File: config.mk
export PLATFORM = sky130hd
export DESIGN_NAME = pc_unit_flat
export DESIGN_NICKNAME = d
export VERILOG_FILES = /design/src/rtl/pc_pkg.sv /design/src/rtl/pc_unit_if.sv /design/src/rtl/pc_next_sel.sv /design/src/rtl/pc_unit.sv /design/src/flat_wrapper.sv
export SDC_FILE = /design/constraint.sdc
export NUM_CORES = 1
export LEC_CHECK = 0
export ABC_CLOCK_PERIOD_IN_PS = 1000
export CORE_AREA = 2 2 39 41
export CTS_BUF_LIST = sky130_fd_sc_hd__clkbuf_2
export DETAILED_ROUTE_END_ITERATION = 8
export DIE_AREA = 0 0 41 43
export GPL_ROUTABILITY_DRIVEN = 0
export HOLD_SLACK_MARGIN = 0.08
export PLACE_DENSITY_LB_ADDON = 0.05
export SKIP_LAST_GASP = 1
export SLEW_MARGIN = 20
export SYNTH_ARGS = -nofsm -noshare
export SYNTH_HDL_FRONTEND = slang
export SYNTH_SLANG_ARGS = --single-unit
File: constraint.sdc
create_clock -name clk -period 1 [get_ports clk]
set_input_delay 0.2 -clock clk [delete_from_list [all_inputs] [get_ports clk]]
set_output_delay 0.2 -clock clk [all_outputs]
set_load 0.1 [all_outputs]
File: src/rtl/pc_pkg.sv
// Shared types and defaults for the cpu1 program-counter slice.
package pc_pkg;

    localparam int unsigned PC_WIDTH_DEFAULT = 4;

    typedef enum logic {
        PC_RUN,
        PC_HALT
    } pc_state_e;

    typedef enum logic [1:0] {
        SEL_HOLD,
        SEL_INC,
        SEL_LOAD
    } pc_sel_e;

endpackage

File: src/rtl/pc_unit_if.sv
// Control/status bundle between the sequencer (master) and pc_unit (slave).
interface pc_unit_if #(
    parameter int unsigned WIDTH = pc_pkg::PC_WIDTH_DEFAULT
);

    logic             inc_en;
    logic             load;
    logic             load_nc;
    logic [WIDTH-1:0] load_val;
    logic             carry_we;
    logic             carry_in;
    logic [WIDTH-1:0] pc;
    logic             carry_flag;
    logic             pc_wrap;
    logic             halted;

    modport master (
        output inc_en, load, load_nc, load_val, carry_we, carry_in,
        input  pc, carry_flag, pc_wrap, halted
    );

    modport slave (
        input  inc_en, load, load_nc, load_val, carry_we, carry_in,
        output pc, carry_flag, pc_wrap, halted
    );

endinterface

File: src/rtl/pc_next_sel.sv
// Combinational next-PC selection: load > taken JNC > increment > hold.
module pc_next_sel
    import pc_pkg::*;
#(
    parameter int unsigned WIDTH = PC_WIDTH_DEFAULT
) (
    input  logic [WIDTH-1:0] pc,
    input  logic             carry_flag,
    input  logic             inc_en,
    input  logic             load,
    input  logic             load_nc,
    input  logic [WIDTH-1:0] load_val,
    output pc_sel_e          sel,
    output logic [WIDTH-1:0] pc_next,
    output logic             wrap,
    output logic             jump_taken
);

    // Priority decode of the PC source and the resulting next value
    always_comb begin
        sel        = SEL_HOLD;
        pc_next    = pc;
        wrap       = 1'b0;
        // JNC looks at the flag as it stood before this edge
        jump_taken = load | (load_nc & ~carry_flag);

        if (jump_taken) begin
            sel = SEL_LOAD;
        end else if (inc_en) begin
            sel = SEL_INC;
        end

        case (sel)
            SEL_LOAD: pc_next = load_val;
            SEL_INC: begin
                pc_next = pc + WIDTH'(1);
                wrap    = (pc == '1);
            end
            default:  pc_next = pc;
        endcase
    end

endmodule

File: src/rtl/pc_unit.sv
// Program counter and carry flag for the cpu1 core.
// Optional feature macro: PC_HALT_EN (RUN/HALT jump-to-self detector).
module pc_unit
    import pc_pkg::*;
#(
    parameter int unsigned     WIDTH     = PC_WIDTH_DEFAULT,
    parameter logic [WIDTH-1:0] RESET_VEC = '0
) (
    input  logic       clk,
    input  logic       rst,
    pc_unit_if.slave   bus
);

    logic [WIDTH-1:0] pc_q, pc_d;
    logic             carry_q, carry_d;
    logic             wrap_q, wrap_d;
    logic             run;

    pc_sel_e          sel;
    logic [WIDTH-1:0] pc_next;
    logic             wrap;
    logic             jump_taken;

    pc_next_sel #(
        .WIDTH (WIDTH)
    ) u_next_sel (
        .pc         (pc_q),
        .carry_flag (carry_q),
        .inc_en     (bus.inc_en),
        .load       (bus.load),
        .load_nc    (bus.load_nc),
        .load_val   (bus.load_val),
        .sel        (sel),
        .pc_next    (pc_next),
        .wrap       (wrap),
        .jump_taken (jump_taken)
    );

`ifdef PC_HALT_EN
    pc_state_e state_q, state_d;

    assign run = (state_q == PC_RUN);

    // RUN -> HALT on a taken jump whose target is the current pc; only reset leaves HALT
    always_comb begin
        state_d = state_q;
        if (run && jump_taken && (bus.load_val == pc_q)) begin
            state_d = PC_HALT;
        end
    end

    // State register
    always_ff @(posedge clk) begin
        if (rst) begin
            state_q <= PC_RUN;
        end else begin
            state_q <= state_d;
        end
    end

    assign bus.halted = (state_q == PC_HALT);
`else
    logic unused_jump_taken;

    assign run               = 1'b1;
    assign unused_jump_taken = jump_taken;
    assign bus.halted        = 1'b0;
`endif

    // Next values for pc, carry and wrap pulse; everything freezes while not running
    always_comb begin
        pc_d    = pc_q;
        carry_d = carry_q;
        wrap_d  = 1'b0;
        if (run) begin
            pc_d   = pc_next;
            wrap_d = wrap && (sel == SEL_INC);
            if (bus.carry_we) begin
                carry_d = bus.carry_in;
            end
        end
    end

    // Datapath registers with synchronous reset
    always_ff @(posedge clk) begin
        if (rst) begin
            pc_q    <= RESET_VEC;
            carry_q <= 1'b0;
            wrap_q  <= 1'b0;
        end else begin
            pc_q    <= pc_d;
            carry_q <= carry_d;
            wrap_q  <= wrap_d;
        end
    end

    assign bus.pc         = pc_q;
    assign bus.carry_flag = carry_q;
    assign bus.pc_wrap    = wrap_q;

endmodule

File: src/flat_wrapper.sv
// flat-port wrapper written by rule: the top's interface ports become plain ports
module pc_unit_flat import pc_pkg::*;
#(
    parameter int unsigned     WIDTH     = PC_WIDTH_DEFAULT,
    parameter logic [WIDTH-1:0] RESET_VEC = '0
)
  (clk, rst, bus_inc_en, bus_load, bus_load_nc, bus_load_val, bus_carry_we, bus_carry_in, bus_pc, bus_carry_flag, bus_pc_wrap, bus_halted);
  pc_unit_if #(.WIDTH(WIDTH)) bus_i ();
  input  logic clk;
  input  logic rst;
  input wire logic [$bits(bus_i.inc_en)-1:0] bus_inc_en;
  input wire logic [$bits(bus_i.load)-1:0] bus_load;
  input wire logic [$bits(bus_i.load_nc)-1:0] bus_load_nc;
  input wire logic [$bits(bus_i.load_val)-1:0] bus_load_val;
  input wire logic [$bits(bus_i.carry_we)-1:0] bus_carry_we;
  input wire logic [$bits(bus_i.carry_in)-1:0] bus_carry_in;
  output wire logic [$bits(bus_i.pc)-1:0] bus_pc;
  output wire logic [$bits(bus_i.carry_flag)-1:0] bus_carry_flag;
  output wire logic [$bits(bus_i.pc_wrap)-1:0] bus_pc_wrap;
  output wire logic [$bits(bus_i.halted)-1:0] bus_halted;
  assign bus_i.inc_en = bus_inc_en;
  assign bus_i.load = bus_load;
  assign bus_i.load_nc = bus_load_nc;
  assign bus_i.load_val = bus_load_val;
  assign bus_i.carry_we = bus_carry_we;
  assign bus_i.carry_in = bus_carry_in;
  assign bus_pc = bus_i.pc;
  assign bus_carry_flag = bus_i.carry_flag;
  assign bus_pc_wrap = bus_i.pc_wrap;
  assign bus_halted = bus_i.halted;
  pc_unit #(.WIDTH(WIDTH), .RESET_VEC(RESET_VEC)) u_core (.clk(clk), .rst(rst), .bus(bus_i));
endmodule
### Word-level counts from Yosys, hierarchy flattened

Cells that the tools add are included.

* multiplexer cells: 4
* bitwise gates (word level): 3
* add/subtract/negate cells: 1
* equality and inequality tests: 3
* reductions and logical operators: 2

Operators by type and width (count)
* 4-bit case mux with 2 select lines: 1
* 4-bit by 1-bit adder with 4-bit output, second input constant: 1
* 4-bit == test, second input constant: 1
* 2-bit by 1-bit == test with 1-bit output, second input constant: 1
* 2-bit == test, second input constant: 1
* 1-bit 2-to-1 mux: 2
* 2-bit 2-to-1 mux: 1
* 2-bit nonzero test: 1
* 1-bit AND: 1
* 1-bit logical AND: 1
* 1-bit inverter: 1
* 1-bit OR: 1

* input port bits: 11
* bits in registers: 6
* output and inout port bits: 7
* logic and storage cells: 16

### Longest topological paths before layout

* depth in word-level cells: 7
* depth in mapped cells: 4
* gate-level depth less buffers: 4

### Hierarchy

A second synthesis with hierarchy kept.

* cells, all modules: 33
* area, all modules: 357.8 sq um

By module, submodules not included
* pc_unit: cells each 15, sequential area each 120.1 sq um, area each 192.7 sq um, instances 1
* pc_next_sel: cells each 18, sequential area each 0.0 sq um, area each 165.2 sq um, instances 1

### Worst setup path before layout

No wires, ideal clock.

* kind: register -> register
* start: reg u_core.pc_q[0] (netlist: u_core.bus.pc[0])
* end: reg u_core.pc_q[2] (netlist: u_core.bus.pc[2])
* cell stages (with the launch flop): 5
* clock period less this slack: 1.787 ns
* arrival time: 1.701 ns
* library setup time: 0.086 ns
* setup slack: -0.787 ns
* cell sequence: dfxtp_1 -> ha_1 -> nand2_1 -> xor2_1 -> a211oi_1

* word-level cells in the longest chain between the ends: 2

Ends and longest elaborated chain
* start, declared: RTL line pc_unit.sv:14 `logic [WIDTH-1:0] pc_q, pc_d;`
* start signal, assigned: RTL line pc_unit.sv:91 `pc_q <= pc_d;`
* 4-bit by 1-bit adder with 4-bit output: RTL line pc_next_sel.sv:36 `pc_next = pc + WIDTH'(1);`
* 4-bit case mux with 2 select lines: RTL line pc_next_sel.sv:33 `case (sel)`

No other way between the ends.
A chain may end at the register's enable or synchronous reset.

### Worst setup path after layout

* start: reg u_core.pc_q[1] (netlist: u_core.bus.pc[1])
* end: reg u_core.pc_q[1] (netlist: u_core.bus.pc[1])

The elaborated chain is that of the path after synthesis.

==> reports/results.txt <==
Outcome: finished, violations left
Failing checks: setup timing
Worst reg2reg startpoint: u_core.bus.pc[1]
PortBufs: 16
Root Driver: clkbuf_2
Final Skew: 0.00288 ns
YS warnings: 0
Pre-CTS setup slack: -0.329 ns
Pleak: 0.000292 µW
Core Rows: 14
Final cycle utilization of the critical path: 106%
Most instantiated cells after synthesis: dfxtp_1 (6), a21oi_1 (4), a211oi_1 (3)
Placed instance count: 68
Area delta synth->final: 146%
Final setup viols: 6
Critical path cell sequence: buf_12 -> ha_4 -> mux2i_1 -> a211oi_2
Core box area: 1380 µm²
Clock Sinks: 6
Fin nets: 72
Hold WS: 0.488 ns
Fin util: 51.9%
FF+latch area: 138 µm²
Top layer in use: met3
Synthesized area per cell: 9.40 µm²
Die Y: 43 µm
Synth unique cells: 17
Synth Flop Type: dfxtp_1
Critical path class: reg -> reg
CTS clk-pin slew, worst paths: 0.07 ns
F_max: 942 MHz
GRT Total Usage: 12.1%
Crit path buffers/inverters: 1
Met3 wire length: 71 µm
Met1 Wirelength: 318 µm
Global-route wire length before repair: 1.42 mm
Longest Clk Path Bufs: 2
Placed cell areas: 616 µm²
Post-Syn Nets: 43
Worst Path Required: 1.11 ns
Routed Antenna Nets: 0
Dominant cell type by area after synthesis: dfxtp_1
Crit start category: flop
Cts bufs inserted: 3
Share of cells above drive strength 1: 59.3%
Via-per-instance ratio: 4.39
Crit-path max cell delay: 0.36 ns
Sequential area share after synthesis: 41.2%
PwrDens: 1200 nW/µm²
Vias in the first global route: 354
CTS tree: yes
Most common cell in the netlist: dfxtp_1
IO Count: 18
Met2 Wirelength: 392 µm
Vias: 329
Hold Fails Final Rpt: 0
CP Capture Type: flop
Htree depth: 1
Initial antenna violation count: 0
Die ar.: 1760 µm²
Cell count after synthesis: 31
DRC marker count from the first detailed-route iteration: 4
R2r setup slk: -0.06 ns
Delay-heaviest family, CP: flip-flops
Synth Register Bits: 6
Clk_lat worst skew: 0.22 ns
Remaining global-route overflow: 0
Synth top area cells: dfxtp_1 (41%), a211oi_1 (7.7%), a21oi_1 (6.9%), mux2i_1 (6.9%), xor2_1 (6.0%)
Wirelength per Cell: 10.4 µm
Area occupied by multi-input gates: 214 µm²
Share of the synthesized area in the top cell type: 41.2%
Design area: 718 µm²
RSZ-0062 raised after global routing: yes
Hold Path Class: in -> reg
Initial core utilization: 21.1%
Horiz. Die Dim: 41 µm
Largest net degree at the start of global routing: 5
Worst Slack Setup Final: -0.0619 ns
Final critical-path required period: 1.06 ns
Synthesized cell area: 292 µm²
EDFF count, synth: 0
# DRC: 0
Ant diodes: 0
Number of fill cells in the layout: 131
Final Slew Violations: 0
Critical hold path startpoint: bus_inc_en
Max IR drop VDD: 0.000749 V
Max_cap viols: 0
Crit Path Max Fanout: 3
CP max-delay cell: dfxtp_4
Asr flop ratio synth: 0%
CP Data Arrival Time: 1.17 ns
First-pass iteration count of the detailed router: 2
DRT Wirelength: 782 µm
CP startpoint: u_core.bus.pc[1]
Fin cells: 75
==> stage by stage <==
step / TNS (ns) / total power, µW
final: -0.254 / 863
after global routing: -0.636 / 916
after CTS: -0.293 / 860
after detailed placement: -1.39 / 618
after global placement: -1.41 / 614
after floorplan: -0.428 / 465
==> cells in the final DEF (no fill, tap or decap), drive strengths merged <==
master         instances
mux2i                  2
clkbuf                 4
conb                   1
inv                    1
nand4                  2
xor2                   2
xnor2                  1
clkdlybuf4s50          9
a21oi                  4
nand2b                 1
buf                   15
a211oi                 4
nor4                   1
nor2b                  1
nand2                  1
dfxtp                  6
nor2                   2
ha                     1
dlygate4sd2            1
==> layer usage <==
| layer | global-route usage, % | vias to the layer above |
|---|---|---|
| met5 | 0 | - |
| met3 | 3.66 | 0 |
| li1 | - | 165 |
| met1 | 14.5 | 148 |
| met4 | 8.00 | 0 |
| met2 | 17.8 | 16 |
==> area by class of cell <==
type                    instances  area share (%)
flip-flops and latches          6            19.2
well taps                      16            2.79
inverters                       1           0.523
clock buffers                   4            2.79
multi-input cells              23            29.8
repair buffers                 25            44.9
==> path summary, 6_finish.rpt <==
path | endpoint | cells after the start
setup / recovery | u_core.bus.pc[1] | 4
hold / removal | u_core.bus.pc_wrap | 3
setup reg to reg | u_core.bus.pc[1] | 4
hold reg to reg | u_core.bus.pc_wrap | 2
==> flip-flops by register name (all words and copies together), names as in the netlist <==
name	flops
u_core.bus.pc	4
u_core.bus.pc_wrap	1
u_core.bus.carry_flag	1
==> worst register-to-register path, stage by stage, from the launching register on <==
cell and delay (ns):
dfxtp_4 0.36, buf_12 0.12, ha_4 0.22, mux2i_1 0.16, a211oi_2 0.09
==> what timing repair did <==
| action | in CTS | in global routing |
|---|---|---|
| gates resized for setup | 4 | 5 |
| setup buffers | 3 | 0 |
| endpoints found under the setup margin | 6 | 9 |
| pin swaps | 1 | 4 |
| hold buffers | 0 | 0 |
==> where the power goes <==
part	internal [µW]	switching (µW)
Sequential	254	23.2
Combinational	185	203
Clock	106	91.6
Total	545	318
==> logic make-up after synthesis <==
group	Yosys count	synth area share, %
AO/OA/AOI/OAI	8	18.9
AND/OR/NAND/NOR	8	14.6
flip-flops	6	41.2
XOR/XNOR	3	9.01
multiplexers	2	6.87
buffers and inverters	2	3.86
adder cells (fa/ha/maj)	1	4.29
other	1	1.29
Power figures use the tool's default switching activity.
==> patch 1 (same settings) <==
The option `PC_HALT_EN` is turned on by a define.
--- a/src/rtl/pc_unit.sv
+++ b/src/rtl/pc_unit.sv
@@ -1,4 +1,6 @@
 // Program counter and carry flag for the cpu1 core.
 // Optional feature macro: PC_HALT_EN (RUN/HALT jump-to-self detector).
+`define PC_HALT_EN
+
 module pc_unit
     import pc_pkg::*;
Check against the original RTL: not equivalent (Yosys sat finds a counterexample within 4 cycles, from zero or initial values and one cycle with rst high).
==> patch 1 against the original RTL <==
The flow still finishes with violations (setup timing). Critical path depth did not move. Count of clock-buffer cells in the layout did not move. Sequential cell count rose by 1. Sequential power rose by 19%. Clock skew rose by 0.0039 ns. Final area rose by 46%. Total power rose by 37%. Combinational power rose by 66%. Setup slack got worse by 0.19 ns. Die area did not move. Routed wire length rose by 88%. Core utilization rose by 24 points. Synthesized area rose by 49%.
==> patch 1: results (changes against the original RTL) <==
* Overall Global Routing Usage at 19.5% (+7.4 points)
* Share of cells above drive strength 1 at 63.0% (+3.7 points)
* Avg WL per Cell at 13.6 um (+30%)
* Final wirelength at 1470 um (+88%)
* Fraction of area in multi-input gates at 36.8% (+7.0 points)
* Clock-cell share at 1.91% (-0.88 points)
* Pre-CTS setup slack at -0.595 ns (-0.266 ns)
* Post-synthesis sequential area ratio at 32.2% (-9.0 points)
* Max incr delay on CP at 0.52 ns (+0.16 ns)
* Netlist cell types at 27 (+10)
* Starting DRT DRC Count at 11 (+7)
* Pre-antenna DRT Iters at 4 (+2)
* Vias in the first global route at 552 (+56%)
* Dominant cells by area after synthesis: dfxtp_1 32%, a21oi_1 4.6%, mux2i_1 4.6%
* Setup_tns at -1.46 ns (-1.21 ns)
* Arrival @ worst endpoint at 1.40 ns (+0.23 ns)
* Final Setup Violations at 12 (+6)
* Setup WS post-layout at -0.248 ns (-0.186 ns)
* Inst Count DP at 96 (+41%)
* Number of port buffers at 17 (+1)
* Syn nets at 61 (+42%)
* Failing checks: setup timing
* Buffers outside the clock class at 41 (+64%)
* Buffer share of cell area at 43.4% (-1.6 points)
* Status: finished with violations
* #MultiIn Comb at 39 (+70%)
* # nets final at 105 (+46%)
* VDD IR-drop max at 0.000780 V (+4.1%)
* Largest net degree at the start of global routing at 8 (+3)
* Critical path peak fanout at 2 (-1)
* Synth top cells by count: 7 x dfxtp_1, 4 x a21oi_1, 4 x nor2_1
==> patch 1: cell count changes in the layout (fill, tap and decap cells not counted), sizes merged, moves of 2 or more <==
cell,before,now
clkdlybuf4s50,9,4
a211oi,4,0
nand2,1,3
nor2,2,4
nor2b,1,4
dlygate4sd2,1,6
nand3,0,2
o32ai,0,2
buf,15,31
nand2b,1,3
==> patch 1: cells by family after synthesis <==
family                   share of synthesized area (%)
multiplexers                                      4.60
flip-flops                                        32.2
AND/OR/NAND/NOR                                   27.0
XOR/XNOR                                          8.05
buffers and inverters                             4.31
AO/OA/AOI/OAI                                     21.0
adder cells (fa/ha/maj)                           2.87
==> patch 1: power breakdown <==
part	switching, mW	internal, mW	leakage [nW]	total [mW]
registers	0.0283	0.302	0.0620	0.330
logic	0.330	0.316	0.379	0.646
clock network	0.103	0.106	0.0166	0.209
total	0.461	0.725	0.457	1.19
==> patch 1: worst max-delay path: cells and delay by family, from the launching register on <==
family | cells | cell delay [ns]
XOR/XNOR | 1 | 0.12
AND/OR/NAND/NOR | 2 | 0.58
AO/OA/AOI/OAI | 1 | 0.13
flip-flops | 1 | 0.35
==> patch 1: layer usage <==
layer / GRT usage [%] / share of wire [%] / vias up
met3: 4.71 / 5.1 / 0
met1: 23.9 / 41 / 245
met2: 33.8 / 54 / 18
met5: 0 / 0 / -
met4: 2.00 / 0 / 0
li1: - / - / 265
==> patch 1: worst paths after layout <==
| kind | slack (ns) | startpoint | cells after the start | endpoint |
|---|---|---|---|---|
| max | -0.25 | u_core.bus.pc[3] | 4 | u_core.bus.halted |
| min | 0.42 | bus_load_val[1] | 3 | u_core.bus.pc[1] |
| max reg2reg | -0.25 | u_core.bus.pc[3] | 4 | u_core.bus.halted |
| min reg2reg | 0.53 | u_core.bus.halted | 2 | u_core.bus.halted |
==> patch 2 (same flow settings) <==
Made on the original files. Set the package constant `PC_WIDTH_DEFAULT` to 6 (it was 4).
--- a/src/rtl/pc_pkg.sv
+++ b/src/rtl/pc_pkg.sv
@@ -2,5 +2,5 @@
 package pc_pkg;
 
-    localparam int unsigned PC_WIDTH_DEFAULT = 4;
+    localparam int unsigned PC_WIDTH_DEFAULT = 6;
 
     typedef enum logic {
Interface: changed (resized bus_load_val and bus_pc); port bits go from 18 to 22. No check against the original RTL was run, so the function may have changed too.
==> patch 2 against the original RTL <==
The run still ends with setup timing left. Final area grew 34%. Final cell count grew 36%. Sequential share of layout area shrank 0.26 points. Count of clock-buffer cells in the layout is the same. Synthesized cell count grew 48%. Total power grew 29%. Sequential power grew 32%. Sequential cell count grew 2. Routed wire length grew 59%. Combinational power grew 36%. Non-clock buffer count grew 14. Setup slack lost 0.13 ns. Critical path depth shrank 1. Synthesized area grew 42%.
==> patch 2: results (changes against the original RTL) <==
* Sequential share of power at 32.9% (+0.8 points)
* Setup WS post-layout at -0.189 ns (-0.127 ns)
* Syn nets at 60 (+40%)
* Arrival @ worst endpoint at 0.99 ns (-0.18 ns)
* # Post-CTS Setup Buffers at 6 (+3)
* Netlist cell types at 22 (+5)
* DR vias/cell at 4.94 (+13%)
* DP Area at 812 um2 (+32%)
* Mux cell area share after synthesis at 4.83% (-2.0 points)
* Logic pwr share at 47.4% (+2.5 points)
* Syn Inst Count at 46 (+48%)
* Failing checks: setup timing
* # nets final at 101 (+40%)
* Post-Syn Area at 414 um2 (+42%)
* Clock sinks at 8 (+2)
* Critical path peak fanout at 4 (+1)
* Clock Skew at 0.0106 ns (+0.00774 ns)
* Pwr/cell area at 1160 nW/um2 (-3.3%)
* Pre-CTS setup slack at -0.472 ns (-0.143 ns)
* Final wirelength at 1240 um (+59%)
* Fraction of area in multi-input gates at 29.9% (+0.066 points)
* Buffer share of cell area at 46.7% (+1.7 points)
* Status: finished with violations
* Dominant cells by area after synthesis: dfxtp_1 39%, a211oi_1 9.1%, a21oi_1 7.3%
* LEAKAGE at 0.394 nW (+35%)
* #MultiIn Comb at 34 (+48%)
* Pre-antenna DRT Iters at 4 (+2)
* Compound-Gate Fraction of Synth Area at 21.1% (+2.3 points)
* Crit path max-delay family: buffers and inverters
* Int Pwr at 0.689 mW (+26%)
* Sequential fraction of total cell area at 18.9% (-0.26 points)
* Final Setup Violations at 13 (+7)
* Avg WL per Cell at 12.2 um (+17%)
* Adder-cell share of the synthesized area at 3.02% (-1.3 points)
* Fillers at 105 (-20%)
* First-pass GRT wire length at 1970 um (+39%)
* Post-synthesis sequential area ratio at 38.7% (-2.5 points)
* Hold Slack at 0.552 ns (+0.0636 ns)
* Largest net degree at the start of global routing at 9 (+4)
* Sw Ratio at 38.2% (+1.4 points)
* Buffers outside the clock class at 39 (+56%)
-- patch 2: changes by cell type after synthesis, sizes merged, moves of 2 or more --
cell,unedited run,this run
nand3,0,2
or3,0,2
a21oi,4,6
dfxtp,6,8
-- patch 2: metal layers --
metal | track usage (%) | vias to the layer above | part of all wire [%]
li1 | - | 246 | -
met1 | 22.1 | 231 | 40
met2 | 24.7 | 27 | 49
met3 | 3.14 | 0 | 11
met4 | 6.00 | 0 | 0
met5 | 0 | - | 0
-- patch 2: worst min-delay path, delay by kind of cell --
family                 cells  cell delay [ns]
buffers and inverters      1             0.27
and+or+nand+nor            3             0.27
-- patch 2: final timing paths --
path,start,to,cells past startpoint
worst max-delay path,u_core.bus.pc[1],bus_pc[1],3
worst min-delay path,bus_inc_en,u_core.bus.pc_wrap,4
worst max register to register,u_core.bus.pc[0],u_core.bus.pc_wrap,4
worst min register to register,u_core.bus.pc[5],u_core.bus.pc[5],2
